$ cat config.mk
export PLATFORM = sky130hd
export DESIGN_NAME = dac_pulse_seq
export DESIGN_NICKNAME = d
export VERILOG_FILES = /design/src/rtl/dac_pulse_seq.sv
export SDC_FILE = /design/constraint.sdc
export NUM_CORES = 1
export LEC_CHECK = 0
export CORE_UTILIZATION = 30
export DETAILED_ROUTE_END_ITERATION = 12
export PLACE_DENSITY_LB_ADDON = 0.12
export SYNTH_ARGS = -nofsm -noshare
export SYNTH_HDL_FRONTEND = slang
export SYNTH_SLANG_ARGS = --single-unit
$ cat constraint.sdc
create_clock -name clk -period 3.16 [get_ports clk]
set_clock_uncertainty 0.05 [all_clocks]
set_input_delay 0.632 -clock clk [delete_from_list [all_inputs] [get_ports clk]]
set_output_delay 0.632 -clock clk [all_outputs]
set_load 0.05 [all_outputs]
$ cat src/rtl/dac_pulse_seq.sv
// Programming-pulse sequencer for the memristor array DAC: drive, hold and read phases.
// Optional completion counter output seq_cnt is enabled by defining DAC_PULSE_SEQ_CNT_EN.
module dac_pulse_seq #(
  parameter int unsigned          DAC_W     = 12,
  parameter int unsigned          CNT_W     = 16,
  parameter int unsigned          T1        = 100,
  parameter int unsigned          T2        = 100,
  parameter int unsigned          T_READ    = 20,
  parameter logic [DAC_W-1:0]     V0_CODE   = 12'h800,
  parameter logic [DAC_W-1:0]     SET_V1    = 12'hC00,
  parameter logic [DAC_W-1:0]     SET_V2    = 12'hA00,
  parameter logic [DAC_W-1:0]     RST_V1    = 12'h400,
  parameter logic [DAC_W-1:0]     RST_V2    = 12'h600,
  parameter logic [DAC_W-1:0]     READ_CODE = 12'h880
) (
  input  logic             clk,
  input  logic             rst_n,
  input  logic [2:0]       system_state,
  input  logic             key_state,
  input  logic             start,
  output logic [3:0]       dac_top_state,
  output logic [DAC_W-1:0] dac_code,
  output logic             dac_wr,
  output logic             busy,
  output logic             done
`ifdef DAC_PULSE_SEQ_CNT_EN
  ,
  output logic [15:0]      seq_cnt
`endif
);

  localparam int unsigned SEQ_CNT_W = 16;

  typedef enum logic [3:0] {
    IDLE     = 4'd0,
    V1_2     = 4'd1,
    CNT_1_2  = 4'd2,
    V2_2     = 4'd3,
    CNT_2_2  = 4'd4,
    V_READ   = 4'd5,
    COMPLETE = 4'd6,
    V1_1     = 4'd7,
    V2_1     = 4'd8,
    CNT_1_1  = 4'd9,
    CNT_2_1  = 4'd10
  } state_t;

  state_t             state_q, state_d;
  logic [CNT_W-1:0]   cnt_q, cnt_d;
  logic [DAC_W-1:0]   code_d;
  logic               wr_d, done_d, busy_d;
  logic               mode_rst_q, mode_rst_d;
  logic               accept_c;
  logic               cnt_zero_c;

  assign accept_c   = start && key_state &&
                      ((system_state == 3'd2) || (system_state == 3'd3));
  assign cnt_zero_c = (cnt_q == '0);

  // State, counter and registered outputs all update on the same edge.
  always_ff @(posedge clk or negedge rst_n) begin
    if (!rst_n) begin
      state_q    <= IDLE;
      cnt_q      <= '0;
      mode_rst_q <= 1'b0;
      dac_code   <= V0_CODE;
      dac_wr     <= 1'b0;
      busy       <= 1'b0;
      done       <= 1'b0;
    end else begin
      state_q    <= state_d;
      cnt_q      <= cnt_d;
      mode_rst_q <= mode_rst_d;
      dac_code   <= code_d;
      dac_wr     <= wr_d;
      busy       <= busy_d;
      done       <= done_d;
    end
  end

  assign dac_top_state = 4'(state_q);

  // Next-state, counter and output decode; abort overrides every advance.
  always_comb begin
    state_d    = state_q;
    cnt_d      = cnt_q;
    mode_rst_d = mode_rst_q;
    code_d     = dac_code;
    wr_d       = 1'b0;
    done_d     = 1'b0;

    if ((state_q != IDLE) && !key_state) begin
      state_d = IDLE;
      cnt_d   = '0;
      code_d  = V0_CODE;
      wr_d    = 1'b1;
    end else begin
      case (state_q)
        IDLE: begin
          if (accept_c) begin
            mode_rst_d = (system_state == 3'd3);
            state_d    = (system_state == 3'd3) ? V1_1 : V1_2;
            code_d     = (system_state == 3'd3) ? RST_V1 : SET_V1;
            wr_d       = 1'b1;
          end
        end
        V1_2, V1_1: begin
          state_d = mode_rst_q ? CNT_1_1 : CNT_1_2;
          cnt_d   = CNT_W'(T1 - 1);
        end
        CNT_1_2, CNT_1_1: begin
          if (cnt_zero_c) begin
            state_d = mode_rst_q ? V2_1 : V2_2;
            code_d  = mode_rst_q ? RST_V2 : SET_V2;
            wr_d    = 1'b1;
          end else begin
            cnt_d = cnt_q - CNT_W'(1);
          end
        end
        V2_2, V2_1: begin
          state_d = mode_rst_q ? CNT_2_1 : CNT_2_2;
          cnt_d   = CNT_W'(T2 - 1);
        end
        CNT_2_2, CNT_2_1: begin
          if (cnt_zero_c) begin
            state_d = V_READ;
            cnt_d   = CNT_W'(T_READ - 1);
            code_d  = READ_CODE;
            wr_d    = 1'b1;
          end else begin
            cnt_d = cnt_q - CNT_W'(1);
          end
        end
        V_READ: begin
          if (cnt_zero_c) begin
            state_d = COMPLETE;
            code_d  = V0_CODE;
            wr_d    = 1'b1;
            done_d  = 1'b1;
          end else begin
            cnt_d = cnt_q - CNT_W'(1);
          end
        end
        COMPLETE: begin
          state_d = IDLE;
        end
        default: begin
          state_d = IDLE;
          cnt_d   = '0;
          code_d  = V0_CODE;
          wr_d    = 1'b1;
        end
      endcase
    end

    busy_d = (state_d != IDLE);
  end

`ifdef DAC_PULSE_SEQ_CNT_EN
  // Saturating count of completed sequences; aborts never reach COMPLETE.
  always_ff @(posedge clk or negedge rst_n) begin
    if (!rst_n) begin
      seq_cnt <= '0;
    end else if (done_d && (seq_cnt != {SEQ_CNT_W{1'b1}})) begin
      seq_cnt <= seq_cnt + SEQ_CNT_W'(1);
    end
  end
`endif

endmodule

==> results of run 1 <==
state kept, by name, indices dropped and copies added, names as in the netlist:
register	cells
cnt_q	16
busy	1
done	1
dac_code	4
dac_top_state	4
mode_rst_q	1
dac_wr	1
synth_stat cells (all sizes together), types with 2 or more instances:
library cell	count	area share (%)
dfrtp	27	31
o21ai	27	6.3
nand2	25	4.2
a21oi	24	5.6
nor2	24	4.4
buf	13	3.8
clkbuf	13	2.2
or3	11	3.1
inv	9	1.5
nand3	9	2.0
a311oi	7	3.1
nor2b	7	2.0
o31ai	6	2.7
a22oi	5	1.7
o22ai	5	1.4
or4	5	1.9
a31oi	4	1.1
nor4	4	1.4
xor2	4	1.6
a21o	3	1.0
a221oi	3	1.2
and3	3	0.85
nand2b	3	0.85
a211oi	2	1.5
a41oi	2	0.79
and4b	2	0.90
clkinv	2	0.34
ha	2	1.1
mux2i	2	0.90
nand3b	2	0.68
nor3	2	0.96
o2111ai	2	1.1
o211ai	2	0.90
o32a	2	0.90
o32ai	2	0.79
cell type report:
type / count / area, sq um
Fill cell: 735 / 4360
Clock buffer: 3 / 41.3
Inverter: 11 / 41.3
Clock inverter: 1 / 30.0
Multi-Input combinational cell: 218 / 1360
Timing Repair Buffer: 33 / 290
Sequential cell: 28 / 702
Tap cell: 96 / 120
path summary, 6_finish.rpt:
kind                                                 start                  endpoint  cells after the start
worst max-delay path            dac_top_state[1]$_DFF_PN0_          dac_top_state[1]                      1
worst min-delay path              dac_code[11]$_DFFE_PN1P_  dac_code[11]$_DFFE_PN1P_                      2
worst max register to register       cnt_q[10]$_DFFE_PN0P_     cnt_q[11]$_DFFE_PN0P_                      6
worst min register to register    dac_code[11]$_DFFE_PN1P_  dac_code[11]$_DFFE_PN1P_                      2
max in group asynchronous                            rst_n  dac_code[11]$_DFFE_PN1P_                      2
min in group asynchronous                            rst_n      cnt_q[1]$_DFFE_PN0P_                      2
metrics by stage:
| stage | total power (uW) | utilization (%) | instances | area (sq um) | worst slack (ns) |
|---|---|---|---|---|---|
| floorplan | 2230 | - | 283 | 2240 | 0.782 |
| global placement | 2870 | 36.3 | 386 | 2520 | 0.533 |
| detailed placement | 2870 | 36.3 | 386 | 2520 | 0.474 |
| CTS | 3180 | 37.3 | 390 | 2590 | 0.461 |
| global route | 3440 | 37.3 | 390 | 2590 | 0.337 |
| finish | 3170 | 37.3 | 390 | 2590 | 0.450 |
cells by family after synthesis:
family | share of synthesized area, %
buf+inv | 7.91
xor+xnor | 1.98
mux | 0.904
other cells | 0.169
compound gates | 31.9
flops | 31.7
simple gates | 24.3
fa+ha+maj | 1.13
cells in the final DEF, fill, tap and decap left out, types with 3 or more instances in the layout:
cell type,instances
clkbuf_8,3
o22ai_1,5
nand3_1,9
buf_4,16
xor2_1,4
a221oi_1,3
nor2b_1,7
or4_1,4
dfrtp_1,27
conb_1,8
o21ai_1,5
o31ai_1,5
nand2_1,25
a31oi_1,4
or3_1,11
a21o_1,3
a22oi_1,5
nor4_1,3
and3_1,3
inv_1,9
a21oi_1,23
clkdlybuf4s50_1,17
nor2_1,23
a311oi_1,6
o21ai_0,21
nand2b_1,3
where the power goes:
group	leakage [uW]	switching [uW]	total [uW]	internal (uW)
Sequential	0.000371	191	688	497
Clock	0.0000357	122	292	170
Combinational	0.000621	1380	2190	811
Total	0.00103	1690	3170	1480
routing by layer:
| metal | global-route usage (%) | up-vias | part of all wire, % |
|---|---|---|---|
| met4 | 5.37 | 0 | 1.8 |
| met3 | 2.92 | 10 | 3.9 |
| met2 | 28.9 | 73 | 47 |
| met5 | 0 | - | 0 |
| met1 | 25.3 | 1038 | 48 |
| li1 | - | 1060 | - |
==> impl_metrics.sql, run 1 <==
INSERT INTO impl_metrics (metric_group, metric, value, unit) VALUES
('floorplanning', 'initial_utilization', '31.9', '%'),
('final_layout', 'areaGrowthSynthToFinish', '16.9', '%'),
('timing', 'timing.final.crit_period', '2.71', 'ns'),
('routing', 'drt_wl_total', '6.42', 'mm'),
('hold_path', 'holdCritPathClass', 'register to register', ''),
('setup_path', 'timing.critical_path.slowest_stage_cell', 'clkdlybuf4s50_1', ''),
('routing', 'vias', '2181', ''),
('routing', 'vias_per_cell', '5.59', ''),
('clock_network', 'tritoncts', 'done', ''),
('synth', 'synthCells', '276', ''),
('setup_path', 'critical_path.n_buffers_inverters', '1', ''),
('global_route', 'grt_pass1_vias', '2087', ''),
('synth', 'syn_area', '2210', 'sq um'),
('setup_path', 'worstPathRequired', '2.48', 'ns'),
('clock_network', 'clk_root_buffer_cell', 'clkbuf_8', ''),
('synth', 'dominantRegCellSynth', 'dfrtp_1', ''),
('routing', 'detail_route.wl_per_cell', '16.5', 'um'),
('timing', 'timing_hold_violations_final', '0', ''),
('global_route', 'grt_pass1_wl', '10.6', 'mm'),
('timing', 'final_max_slew_viol_count', '0', ''),
('pwr', 'power.static_leakage', '0.00103', 'uW'),
('floorplanning', 'design.portCount', '26', ''),
('synth', 'ffs_w_async_s_r_synth', '100', '%'),
('synth', 'ys_ff_latch', '28', ''),
('timing', 'slew_headroom', '53.0', '%'),
('floorplanning', 'die_height', '87.9', 'um'),
('clock_network', 'cts_resized', '0', ''),
('synth', 'synth-edff-count', '0', ''),
('setup_path', 'end_kind', 'output pin', ''),
('timing', 'worst_slew_pin_slew', '0.705', 'ns'),
('timing', 'fin_hold_ws', '0.451', 'ns'),
('floorplanning', 'design.die.area', '7730', 'sq um'),
('clock_network', 'cts.hold.buffers_added', '0', ''),
('synth', 'post_synth_num_cell_types', '60', ''),
('global_route', 'groute.usage.overall', '18.2', '%'),
('routing', 'postRouteAntennaNets', '0', ''),
('clock_network', 'tritoncts.num_buffers', '3', ''),
('timing', 'fmax', '0.369', 'GHz'),
('clock_network', 'cts.sink_count', '28', ''),
('timing', 'unrepaired_setup_endpoints_after_global_routing', 'no', ''),
('timing', 'timing.final.setup_violations', '0', ''),
('setup_path', 'startpoint_type', 'register', ''),
('setup_path', 'timing_worst_setup_path_type', 'register to output pin', ''),
('timing', 'min_period_over_period', '85.7', '%'),
('global_route', 'number_of_antenna_violations_at_the_first_check_in_global_routing', '0', ''),
('setup_path', 'max_fanout_on_critical_path', '20', ''),
('place', 'io_buffers', '17', ''),
('floorplanning', 'fp.coreArea', '6940', 'sq um'),
('routing', 'detailedRoute.firstIterationViolations', '121', ''),
('place', 'dp.final_hpwl', '4.65', 'mm'),
('floorplanning', 'floorplan.rows', '30', ''),
('final_layout', 'num_antenna_cells', '0', ''),
('synth', 'synth_warnings', '0', ''),
('global_route', 'grt_overflow_total', '0', ''),
('clock_network', 'htreeDepth', '1', ''),
('clock_network', 'clk-insertion-delay-late', '0.28', 'ns'),
('global_route', 'grt_start_max_net_pins', '29', ''),
('clock_network', 'number_of_buffers_between_clock_root_and_the_deepest_sink', '2', ''),
('final_layout', 'share_of_post_route_cells_with_drive_strength_above_1', '11.6', '%'),
('clock_network', 'clkTransAtPathRegs', '0.10', 'ns'),
('synth', 'synth_sequential_area_ratio', '31.7', '%'),
('pwr', 'pwrdens', '1220', 'nW/um^2'),
('routing', 'drt_pre_antenna_iters', '4', ''),
('flow_run', 'timing.max_cap.violations', '0', ''),
('floorplanning', 'die_width', '87.9', 'um'),
('place', 'routabilityCongestion', '0.848', ''),
('routing', 'drc', '0', ''),
('pwr', 'peakVddDrop', '467', 'uV'),
('setup_path', 'worstPathArrival', '2.03', 'ns'),
('setup_path', 'crit_chain', 'clkdlybuf4s50_1', ''),
('timing', 'totalNegativeSetupSlack', '0', 'ns'),
('clock_network', 'postCtsSetupRepairBufs', '0', ''),
('setup_path', 'worst_path_largest_cell_delay', '0.93', 'ns'),
('status', 'run_status', 'completed', ''),
('setup_path', 'cpLargestDelayFamily', 'buffers and inverters', ''),
('final_layout', 'number_of_nets_in_the_layout', '304', ''),
('synth', 'synth_area_per_cell', '8.02', 'sq um'),
('setup_path', 'timing.reg2reg.setup_slack', '0.54', 'ns');
Note: power is estimated with default switching activity, not from simulation.
==> run 2, diff against run 1 <==
--- a/config.mk
+++ b/config.mk
@@ -10,2 +10,3 @@
 export PLACE_DENSITY_LB_ADDON = 0.12
+export REMOVE_ABC_BUFFERS = 1
 export SYNTH_ARGS = -nofsm -noshare
==> constraint.sdc (replaced) <==
create_clock -name clk -period 2.4 [get_ports clk]
set_clock_uncertainty 0.05 [all_clocks]
set_input_delay 0.48 -clock clk [delete_from_list [all_inputs] [get_ports clk]]
set_output_delay 0.48 -clock clk [all_outputs]
set_load 0.005 [all_outputs]
==> run 2 against run 1 <==
  * Register-to-register slack lost 0.44 ns
  * First-iteration DRC count grew 24%
  * Power grew 27%
  * Sequential share of layout area shrank 2.4 points
  * Critical path type is now register to register
  * Via count grew 3.0%
  * Non-clock buffer count grew 28
  * Die area is the same
  * Hold slack gained 0.0013 ns
  * Utilization grew 3.5 points
  * Cell area grew 9.5%
  * Global-route usage grew 0.63 points
  * Critical endpoint is now cnt_q[8]$_DFFE_PN0P_
==> impl_metrics.sql, run 2 (synthesis results as in run 1) <==
INSERT INTO impl_metrics (metric_group, metric, value, unit) VALUES
('setup_path', 'startpoint_type', 'register', ''),
('timing', 'timing.final.crit_period', '2.30', 'ns'),
('status', 'run_status', 'completed', ''),
('global_route', 'number_of_antenna_violations_at_the_first_check_in_global_routing', '0', ''),
('timing', 'finalWorstSetupSlack', '0.0966', 'ns'),
('global_route', 'grt_pass1_wl', '11.2', 'mm'),
('final_layout', 'share_of_post_route_cells_with_drive_strength_above_1', '20.5', '%'),
('final_layout', 'num_antenna_cells', '0', ''),
('global_route', 'grt_pass1_vias', '2148', ''),
('routing', 'drt_pre_antenna_iters', '4', ''),
('setup_path', 'timing_worst_setup_path_type', 'register to register', ''),
('setup_path', 'worstPathArrival', '2.42', 'ns'),
('clock_network', 'clk-insertion-delay-late', '0.28', 'ns'),
('place', 'io_buffers', '17', ''),
('setup_path', 'worstRegToRegCells', '7', ''),
('routing', 'detailedRoute.firstIterationViolations', '150', ''),
('timing', 'fmax', '0.434', 'GHz'),
('timing', 'timing.final.setup_violations', '0', ''),
('pwr', 'pwrdens', '1410', 'nW/um^2'),
('place', 'postPlaceCellArea', '2730', 'sq um'),
('place', 'dp.final_hpwl', '4.91', 'mm'),
('place', 'routabilityCongestion', '0.803', ''),
('clock_network', 'number_of_buffers_between_clock_root_and_the_deepest_sink', '2', ''),
('routing', 'detail_route.wl_per_cell', '15.9', 'um'),
('clock_network', 'cts.sink_count', '28', ''),
('final_layout', 'fill_cells', '708', ''),
('timing', 'worst_slew_pin_slew', '0.540', 'ns'),
('flow_run', 'timing.max_cap.violations', '0', ''),
('floorplanning', 'design.die.area', '7730', 'sq um'),
('setup_path', 'max_fanout_on_critical_path', '9', ''),
('setup_path', 'rr_startpoint', 'cnt_q[10]$_DFFE_PN0P_', ''),
('global_route', 'grt_overflow_total', '0', ''),
('clock_network', 'clkTransAtPathRegs', '0.10', 'ns'),
('floorplanning', 'floorplan.rows', '30', ''),
('setup_path', 'end_kind', 'register', ''),
('clock_network', 'htreeDepth', '1', ''),
('hold_path', 'worst_hold_stages', '2', ''),
('timing', 'min_period_over_period', '96.0', '%'),
('timing', 'final_max_slew_viol_count', '0', ''),
('routing', 'postRouteAntennaNets', '0', ''),
('global_route', 'groute.usage.overall', '18.8', '%'),
('final_layout', 'postLayoutCellArea', '2840', 'sq um'),
('routing', 'vias', '2246', ''),
('floorplanning', 'die_height', '87.9', 'um'),
('clock_network', 'tritoncts.num_buffers', '3', ''),
('final_layout', 'most-common-layout-cells', 'buf_4, dfrtp_1, nand2_1', ''),
('hold_path', 'holdPathEnd', 'dac_code[11]$_DFFE_PN1P_', ''),
('place', 'numPlacedInstances', '413', ''),
('clock_network', 'cts.hold.buffers_added', '0', ''),
('clock_network', 'tritoncts', 'done', ''),
('hold_path', 'min_from', 'dac_code[11]$_DFFE_PN1P_', ''),
('final_layout', 'largest_register_ff_count', '16', ''),
('pwr', 'peakVddDrop', '465', 'uV'),
('timing', 'timing_hold_violations_final', '0', ''),
('place', 'dp_slack', '-0.0476', 'ns'),
('routing', 'drc', '0', ''),
('floorplanning', 'design.portCount', '26', ''),
('final_layout', 'top_register', 'cnt_q', ''),
('setup_path', 'rr_endpoint', 'cnt_q[8]$_DFFE_PN0P_', ''),
('global_route', 'grt_start_max_net_pins', '29', ''),
('floorplanning', 'die_width', '87.9', 'um'),
('routing', 'vias_per_cell', '5.37', ''),
('final_layout', 'number_of_nets_in_the_layout', '332', ''),
('pwr', 'power.static_leakage', '0.00116', 'uW'),
('floorplanning', 'initial_utilization', '31.9', '%'),
('hold_path', 'holdCritPathClass', 'register to register', ''),
('floorplanning', 'fp.coreArea', '6940', 'sq um'),
('timing', 'slew_headroom', '63.9', '%'),
('setup_path', 'timing.reg2reg.setup_slack', '0.1', 'ns'),
('setup_path', 'worstPathRequired', '2.52', 'ns'),
('final_layout', 'post_layout_nonfiller_instances', '418', ''),
('final_layout', 'areaGrowthSynthToFinish', '28.0', '%'),
('clock_network', 'clk_root_buffer_cell', 'clkbuf_8', ''),
('routing', 'drt_wl_total', '6.65', 'mm'),
('final_layout', 'most_common_cell_after_layout_fill_and_taps_aside', 'buf_4', '');
[run 2: timing repair]
action | 4_1_cts | 5_1_grt
pin swaps | 0 | 2
hold endpoints to repair | 0 | 0
setup buffers | 0 | 1
endpoints found under the setup margin | 11 | 18
gates resized for setup | 1 | 6
[run 2: metal layers]
| metal | global-route usage, % | share of wire, % |
|---|---|---|
| met2 | 28.3 | 45 |
| met4 | 5.51 | 1.4 |
| met1 | 28.2 | 50 |
| met5 | 0 | 0 |
| met3 | 1.70 | 3.5 |
[run 2: power breakdown]
group          internal (uW)  switching [uW]  total [uW]
sequential               651             137         788
clock                    147             162         309
combinational           1290            1630        2910
[run 2: layout make-up]
class	count	area [sq um]	share of cell area (%)
Clock buffer	4	55.1	1.94
Inverter	11	41.3	1.46
Multi-Input combinational cell	218	1400	49.5
Sequential cell	28	702	24.8
Tap cell	96	120	4.24
Timing Repair Buffer	61	513	18.1
[run 2: worst max-delay path by stage]
stage | startpoint | endpoint | slack, ns
after floorplan | cnt_q[10]$_DFFE_PN0P_ | cnt_q[11]$_DFFE_PN0P_ | 0.04
after global placement | cnt_q[10]$_DFFE_PN0P_ | busy$_DFF_PN0_ | -0.07
after detailed placement | cnt_q[10]$_DFFE_PN0P_ | busy$_DFF_PN0_ | -0.05
after CTS | cnt_q[10]$_DFFE_PN0P_ | cnt_q[13]$_DFFE_PN0P_ | 0.04
after global routing | cnt_q[10]$_DFFE_PN0P_ | cnt_q[5]$_DFFE_PN0P_ | -0.01
final | cnt_q[10]$_DFFE_PN0P_ | cnt_q[8]$_DFFE_PN0P_ | 0.1
[run 2: per-stage QoR]
step	TNS, ns	hold slack, ns	util (%)	total power [uW]
after floorplan	0	0.134	-	2430
after global placement	-0.295	0.435	39.4	3600
after detailed placement	-0.240	0.440	39.4	3580
after CTS	0	0.457	40.2	3930
after global routing	-0.0266	0.477	40.8	4370
final	0	0.452	40.8	4010
[run 2: worst max-delay path: stages, from the launching register on]
cell and delay [ns]:
dfrtp_1 0.39, or4_4 0.56, or3_4 0.41, o31ai_4 0.24
a21oi_2 0.09, a211oi_4 0.25, buf_12 0.16, a21oi_1 0.04
